==> src/rtl/bcd_stopwatch_core.sv <==
// mm:ss BCD stopwatch/timer with built-in tick divider, preset load, terminal detect and error state.
// Optional lap-freeze display is enabled by defining LAP_HOLD_EN.
module bcd_stopwatch_core #(
  parameter int unsigned TICK_DIV = 100_000_000,
  parameter int unsigned MAX_MIN  = 59,
  parameter int unsigned SEC_MAX  = 59
) (
  input  logic        MAINCLOCK,
  input  logic        MAINPUSHR,
  input  logic        start_stop,
  input  logic        clear,
  input  logic        load,
  input  logic        mode,
  input  logic [15:0] preset,
  input  logic        lap,
  output logic [15:0] digits,
  output logic        tick,
  output logic        running,
  output logic        done,
  output logic        err,
  output logic        lap_active
);

  localparam int unsigned    DW       = $clog2(TICK_DIV);
  localparam logic [DW-1:0]  DIV_LAST = DW'(TICK_DIV - 1);
  localparam logic [7:0]     SEC_BCD  = 8'(((SEC_MAX / 10) << 4) | (SEC_MAX % 10));
  localparam logic [7:0]     MIN_BCD  = 8'(((MAX_MIN / 10) << 4) | (MAX_MIN % 10));
  localparam logic [15:0]    TOP_BCD  = {MIN_BCD, SEC_BCD};

  typedef enum logic [2:0] {S_IDLE, S_RUN, S_PAUSE, S_DONE, S_ERROR} state_t;

  state_t          state;
  logic [15:0]     cnt;
  logic [DW-1:0]   div;
  logic            mode_q;
  logic [15:0]     step_val;
  logic            terminal;
  logic            preset_ok;
  logic            wrap;
  logic [15:0]     live;

  function automatic logic [7:0] bcd_inc(input logic [7:0] v);
    if (v[3:0] == 4'd9) return {v[7:4] + 4'd1, 4'd0};
    return {v[7:4], v[3:0] + 4'd1};
  endfunction

  function automatic logic [7:0] bcd_dec(input logic [7:0] v);
    if (v[3:0] == 4'd0) return {v[7:4] - 4'd1, 4'd9};
    return {v[7:4], v[3:0] - 4'd1};
  endfunction

  always_comb begin
    step_val = cnt;
    if (mode_q) begin
      if (cnt[7:0] == 8'h00) step_val = {bcd_dec(cnt[15:8]), SEC_BCD};
      else                   step_val = {cnt[15:8], bcd_dec(cnt[7:0])};
    end else begin
      if (cnt[7:0] == SEC_BCD) step_val = {bcd_inc(cnt[15:8]), 8'h00};
      else                     step_val = {cnt[15:8], bcd_inc(cnt[7:0])};
    end
    terminal  = mode_q ? (step_val == 16'h0000) : (step_val == TOP_BCD);
    preset_ok = (preset[15:12] <= 4'd9) && (preset[11:8] <= 4'd9) &&
                (preset[7:4] <= 4'd9) && (preset[3:0] <= 4'd9) &&
                (preset[7:0] <= SEC_BCD) && (preset[15:8] <= MIN_BCD);
    wrap      = (div == DIV_LAST);
  end

  always_ff @(posedge MAINCLOCK or posedge MAINPUSHR) begin
    if (MAINPUSHR) begin
      state  <= S_IDLE;
      cnt    <= '0;
      div    <= '0;
      mode_q <= 1'b0;
      tick   <= 1'b0;
    end else begin
      tick <= 1'b0;
      if (clear) begin
        cnt   <= '0;
        div   <= '0;
        state <= S_IDLE;
      end else if (load) begin
        if (preset_ok) begin
          cnt   <= preset;
          div   <= '0;
          state <= S_IDLE;
        end else begin
          state <= S_ERROR;
        end
      end else begin
        case (state)
          S_IDLE: if (start_stop) begin
            mode_q <= mode;
            div    <= '0;
            // Already at the terminal value for the chosen direction: finish without stepping.
            if ((mode && cnt == 16'h0000) || (!mode && cnt == TOP_BCD)) state <= S_DONE;
            else                                                       state <= S_RUN;
          end
          S_RUN: begin
            if (start_stop) begin
              state <= S_PAUSE;
              // A wrap on the pausing edge is deferred so the step lands right after resume.
              if (!wrap) div <= div + DW'(1);
            end else if (wrap) begin
              div  <= '0;
              cnt  <= step_val;
              tick <= 1'b1;
              if (terminal) state <= S_DONE;
            end else begin
              div <= div + DW'(1);
            end
          end
          S_PAUSE: if (start_stop) state <= S_RUN;
          default: ;
        endcase
      end
    end
  end

`ifdef LAP_HOLD_EN
  logic        lap_q;
  logic [15:0] lap_cnt;

  always_ff @(posedge MAINCLOCK or posedge MAINPUSHR) begin
    if (MAINPUSHR) begin
      lap_q   <= 1'b0;
      lap_cnt <= '0;
    end else if (clear || load) begin
      lap_q <= 1'b0;
    end else if (lap && (state == S_RUN || state == S_PAUSE)) begin
      lap_q <= !lap_q;
      if (!lap_q) lap_cnt <= cnt;
    end
  end

  assign lap_active = lap_q;
  assign live       = lap_q ? lap_cnt : cnt;
`else
  logic lap_unused;
  assign lap_unused = lap;
  assign lap_active = 1'b0;
  assign live       = cnt;
`endif

  assign digits  = (state == S_ERROR) ? 16'hEEEE : live;
  assign running = (state == S_RUN);
  assign done    = (state == S_DONE);
  assign err     = (state == S_ERROR);

endmodule

==> config.mk <==
export PLATFORM = sky130hd
export DESIGN_NAME = bcd_stopwatch_core
export DESIGN_NICKNAME = d
export VERILOG_FILES = /design/src/rtl/bcd_stopwatch_core.sv
export SDC_FILE = /design/constraint.sdc
export NUM_CORES = 1
export LEC_CHECK = 0
export BUFFER_PORTS_ARGS = -buffer_cell sky130_fd_sc_hd__buf_4
export CORE_ASPECT_RATIO = 0.9
export CORE_MARGIN = 8
export CORE_UTILIZATION = 45
export CTS_CLUSTER_SIZE = 28
export DETAILED_ROUTE_END_ITERATION = 16
export GPL_TIMING_DRIVEN = 1
export HOLD_SLACK_MARGIN = 0.03
export MAX_ROUTING_LAYER = met4
export PLACE_DENSITY = 0.7
export SLEW_MARGIN = 40
export SYNTH_ARGS = -nofsm -noshare
export SYNTH_HDL_FRONTEND = slang
export SYNTH_SLANG_ARGS = --single-unit
==> constraint.sdc <==
create_clock -name MAINCLOCK -period 4.8 [get_ports MAINCLOCK]
set_input_delay 0.24 -clock MAINCLOCK [delete_from_list [all_inputs] [get_ports MAINCLOCK]]
set_output_delay 0.24 -clock MAINCLOCK [all_outputs]
set_load 0.02 [all_outputs]
---- Yosys cells after proc, flatten, opt, wreduce, memory -nomap -nowiden ----
Index checks and enable logic that the tools add are counted.
storage, ports and cells
  register bits ........................... 48
  bits of input ports ..................... 23
  output and inout bits ................... 21
  word-level logic and storage cells ...... 116
cells by class
  add/sub/neg operators ................... 9
  magnitude comparators ................... 6
  eq/ne operators ......................... 17
  mux-type cells .......................... 54
  bitwise logic cells ..................... 2
  reductions and logical operators ........ 23
operators by type and width
  kind                   number
  $mux 27                7
  $mux 16                10
  $mux 8                 8
  $pmux 27 s2            1
  $eq 16x15->1 const B   2
  $logic_not 16->1       2
  $add 27x1->27 const B  1
  $eq 27x27->1 const B   1
  $mux 3                 8
  $mux 1                 18
  $add 4x1->4 const B    4
  $le 4x4->1 const B     4
  $le 8x7->1 const B     2
  $sub 4x1->4 const B    4
  $reduce_and 4->1       3
  $ne 5x4->1 const B     2
  $pmux 3 s3             1
  $eq 4x4->1 const B     2
  $eq 8x7->1 const B     1
  $logic_not 4->1        2
  $logic_not 8->1        1
  $ne 4x4->1 const B     2
  $logic_and 1x1->1      7
  $eq 3x2->1 const B     2
  other kinds (14)       16

---- Logic depth before layout (Yosys ltp) ----
  depth after elaboration ................. 15
  gate-level depth with buffers ........... 10
  depth with buffers taken out ............ 9

---- Worst setup path before layout ----
Ideal clock, no wire load.
  path type ............................... register to register
  start point ............................. register cnt[0]
  end point ............................... register state[1]
  library setup time ...................... 0.066 ns
  arrival ................................. 2.871 ns
  required time ........................... 4.734 ns
  path slack .............................. 1.863 ns
  stages on the path, launching flop included .. 11
  path buffers ............................ 1
  path through ............................ dfrtp_1 -> inv_1 -> ha_1 -> or3b_1 -> buf_2 -> or4_4 -> o22ai_4 -> xor2_2 -> or4_1 -> a2111oi_2 -> o31a_1
between the ends
  longest elaborated chain between the ends .. 11
  elaborated cells on any way between the ends .. 32
  those cells by class .................... add/sub (2); eq/ne (5); mux (17); reduce/logical (8)
ends and longest elaborated chain
  what                                              RTL line  RTL
  start: declaration                                33        logic [15:0] cnt;
  start signal: assignment                          83        cnt <= preset;
  start signal: assignment                          105       cnt <= step_val;
  $eq 4x4->1 or $logic_not 4->1 (tied branches)     43, 48
  $mux 1, on equally long branches                  43, 48
  $mux 1, on equally long branches                  58, 55
  $mux 1                                            54        if (mode_q) begin
  $mux 8, on equally long branches                  44, 49
  $mux 16, on equally long branches                 58, 55
  $mux 16                                           54
  $eq 16x15->1 or $logic_not 16->1 (tied branches)  61        terminal = mode_q ? (step_val == 16'h0000) : (step_val == TOP_BCD);
  $mux 1                                            61
  $ne 5x4->1 (no source line)                       n/a
  $reduce_and 5->1 (no source line)                 n/a
  end signal: assignment                            70        state <= S_IDLE;
  end signal: assignment                            80        state <= S_IDLE;
  end signal: assignment                            85        state <= S_IDLE;
  end: declaration                                  32        state_t state;
Several ways; a longest one is shown, not always the timed one. The select of a mux whose other input is x is not followed.
A chain may end at the register's enable or synchronous reset.

---- Final worst setup path ----
Ends and elaborated chain as after synthesis.

==> run_results.csv <==
group,metric,value,unit
power_and_ir_drop,power,1150,uW
sta,finalHoldViolCount,0,
setup_path,path_buf_inv,1,
power_and_ir_drop,cellPowerDensity,267,nW/um^2
setup_path,worst_path_max_delay_cell,"or4_4",
global_routing,grt_pass1_vias,3494,
synthesis,yosys_register_bits,48,
sta,fin_skew,5.18,ps
clocking,cts_tree,"done",
routing,drt_first_pass_iters,5,
sta,rsz0062_at_grt,"no",
synthesis,synth_edf_count,0,
clocking,clock_sinks,48,
setup_path,startpoint_type,"flop",
synthesis,synth-seq-area-share,31.1,%
setup_path,worstPathCellList,"inv_1, ha_1, or3b_1, or4_4, o22ai_4, xor2_2, or4_1, a2111oi_2, o31a_1",
cells_and_area,final_cell_mix,"nand2_1 (48), dfrtp_1 (47), buf_4 (44)",
routing,drc_errors,0,
synthesis,synth-xor-area-share,2.46,%
cells_and_area,diodes,0,
placed_design,portBuffers,41,
clocking,clk_pin_slew_worst_paths,90,ps
routing,postRouteAntennaNets,0,
clocking,postCtsSetupBuffers,0,
global_routing,antenna_found_initial,0,
synthesis,yosys.area_share.adder,3.89,%
cells_and_area,nNetsFinal,533,
synthesis,synthDistinctLibCells,77,
setup_path,cp_top_family,"simple AND/OR/NAND/NOR gates",
sta,drv_slew,0,
clocking,cts_root_buf,"clkbuf_8",
power_and_ir_drop,p_leak,0.00179,uW
sta,min_period,3250,ps
synthesis,synth.avg_cell_area,8.02,um^2
routing,wl,10300,um
clocking,h-tree-depth,2,
synthesis,async_flop_share,100,%
synthesis,synthCells,482,
clocking,insertion_delay,300,ps
synthesis,synth-warning-count,0,
job,max-cap-violations,0,
floorplanning,start_util,45.7,%
setup_path,max_stage_delay,580,ps
global_routing,grt_pass1_wl,17200,um
cells_and_area,final_common_cell,"nand2_1",
placed_design,place.gp.congestion,0.934,
sta,tns,0,ps
clocking,clock_path_buffers,2,
worst_hold_path,hp-class,"in -> async",
sta,timing.fmax,308,MHz
global_routing,grt_max_degree,49,
floorplanning,die_h,104,um
synthesis,synth_compound_area_share,26.2,%
synthesis,synth_simple_gate_area_share,28.6,%
synthesis,synth_ff_type,"dfrtp_1",
routing,wl_per_cell,16.6,um
synthesis,synth_mux_area_share,2.17,%
synthesis,syn-num-nets,517,
clocking,cts_resized,0,
clocking,cts_hold_buf,0,
routing,drtIter0Drc,346,
placed_design,placed_cell_area,4220,um^2
global_routing,overflow,0,
sta,hold_slack,17.5,ps
placed_design,hpwl,7170,um
setup_path,crit_path_max_fanout,9,
floorplanning,boundaryPins,44,
sta,tightest_slew,691,ps
setup_path,path_class,"reg -> reg",
synthesis,syn_area,3860,um^2
status,run_status,"completed",
global_routing,grt_util_all_layers,17.9,%
setup_path,end_kind,"flop",
cells_and_area,drive_gt1_share,17.8,%
synthesis,synth_top_family_by_area,"simple AND/OR/NAND/NOR gates",
clocking,cts_inserted_buffers,5,
routing,viasPerCell,6.10,
cells_and_area,area_delta_synth_final,11.7,%
sta,period_share,67.7,%
setup_path,cp.required,5050,ps
floorplanning,die_width,114,um
routing,num_vias,3768,
floorplanning,rows,32,
sta,setup_viol,0,
power_and_ir_drop,max-vdd-ir-drop,0.195,mV
setup_path,cp.arrival,3500,ps
sta,max-slew-margin-rel,53.8,%
cells_and_area,fin_area,4320,um^2
floorplanning,die-area,11800,um^2
floorplanning,core,8450,um^2
==> stage by stage <==
step                      util (%)  instances  setup WS (ps)
after floorplan                  -        482           1860
after global placement        49.8        610           1610
after detailed placement      49.9        610           1590
after CTS                     51.1        618           1570
after global routing          51.1        618           1350
final                         51.1        618           1550
==> where the power goes <==
group          switching, uW  internal (uW)  leakage [uW]
Clock                    144            117     0.0000434
Sequential              70.6            424      0.000653
Combinational            225            173       0.00109
==> final timing paths <==
check                           startpoint       end  slack [ps]  depth (start not counted)
worst max-delay path                cnt[0]  state[1]        1550                          9
worst min-delay path             MAINPUSHR    cnt[1]          20                          2
max in group asynchronous        MAINPUSHR    mode_q        4330                          2
worst min register to register     div[11]   div[11]         500                          1
min in group MAINCLOCK                mode    mode_q         180                          2
worst max register to register      cnt[0]  state[1]        1550                          9
==> sequential cells by signal (all words and copies together) (netlist names) <==
| signal | cells |
|---|---|
| div | 27 |
| cnt | 16 |
| state | 3 |
| mode_q | 1 |
| tick | 1 |
==> cells in the mapped netlist, types with 3 or more instances <==
cell	instances	area (um^2)
nand2_1	49	184
nor3_1	6	30.0
mux2i_1	5	50.1
nor2_1	42	158
nand4b_1	5	43.8
and3b_1	3	26.3
a221o_1	3	30.0
or2_2	17	106
dfrtp_1	48	1200
nor4_1	6	37.5
o41ai_1	5	43.8
inv_1	17	63.8
o21ai_0	42	210
a21oi_1	26	130
nand3_1	9	45.0
nand4_1	11	68.8
nor2b_1	9	56.3
or3_1	3	18.8
nor4b_1	3	26.3
and4_1	3	26.3
or4_1	5	37.5
a22o_1	3	26.3
xor2_1	5	43.8
and2_1	4	25.0
a211oi_1	4	30.0
o31ai_1	28	210
clkbuf_1	25	93.8
and3_1	7	43.8
xnor2_1	4	35.0
buf_2	8	40.0
a31oi_1	3	18.8
ha_1	12	150
nand2b_1	6	37.5
==> metal layers <==
layer / share of wire, % / global-route usage (%)
met3: 5.5 / 3.37
met1: 48 / 24.6
met4: 1.4 / 5.42
met2: 45 / 26.0
met5: 0 / -
==> cell families after synthesis <==
logic type | Yosys count
AOI/OAI and AO/OA | 148
xor gates and xnor gates | 10
adders and majority gates | 12
buffers and inverters | 53
DFF | 48
muxes | 8
other | 1
and+or+nand+nor | 202
==> area by class of cell <==
cell class / count / area, um^2
clock inverters: 2 / 15.0
inverters: 18 / 70.1
fillers: 813 / 4130
repair buffers: 44 / 330
flip-flops and latches: 48 / 1200
multi-input cells: 381 / 2470
well taps: 119 / 149
clock buffers: 6 / 82.6
==> worst register-to-register path, cell delays in order (launching register included) <==
cell and delay (ps):
dfrtp_1 470, inv_1 180, ha_1 240, or3b_1 510
or4_4 580, o22ai_4 180, xor2_2 90, or4_1 430
a2111oi_2 340, o31a_1 160
Note: power is estimated with default switching activity, not from simulation.
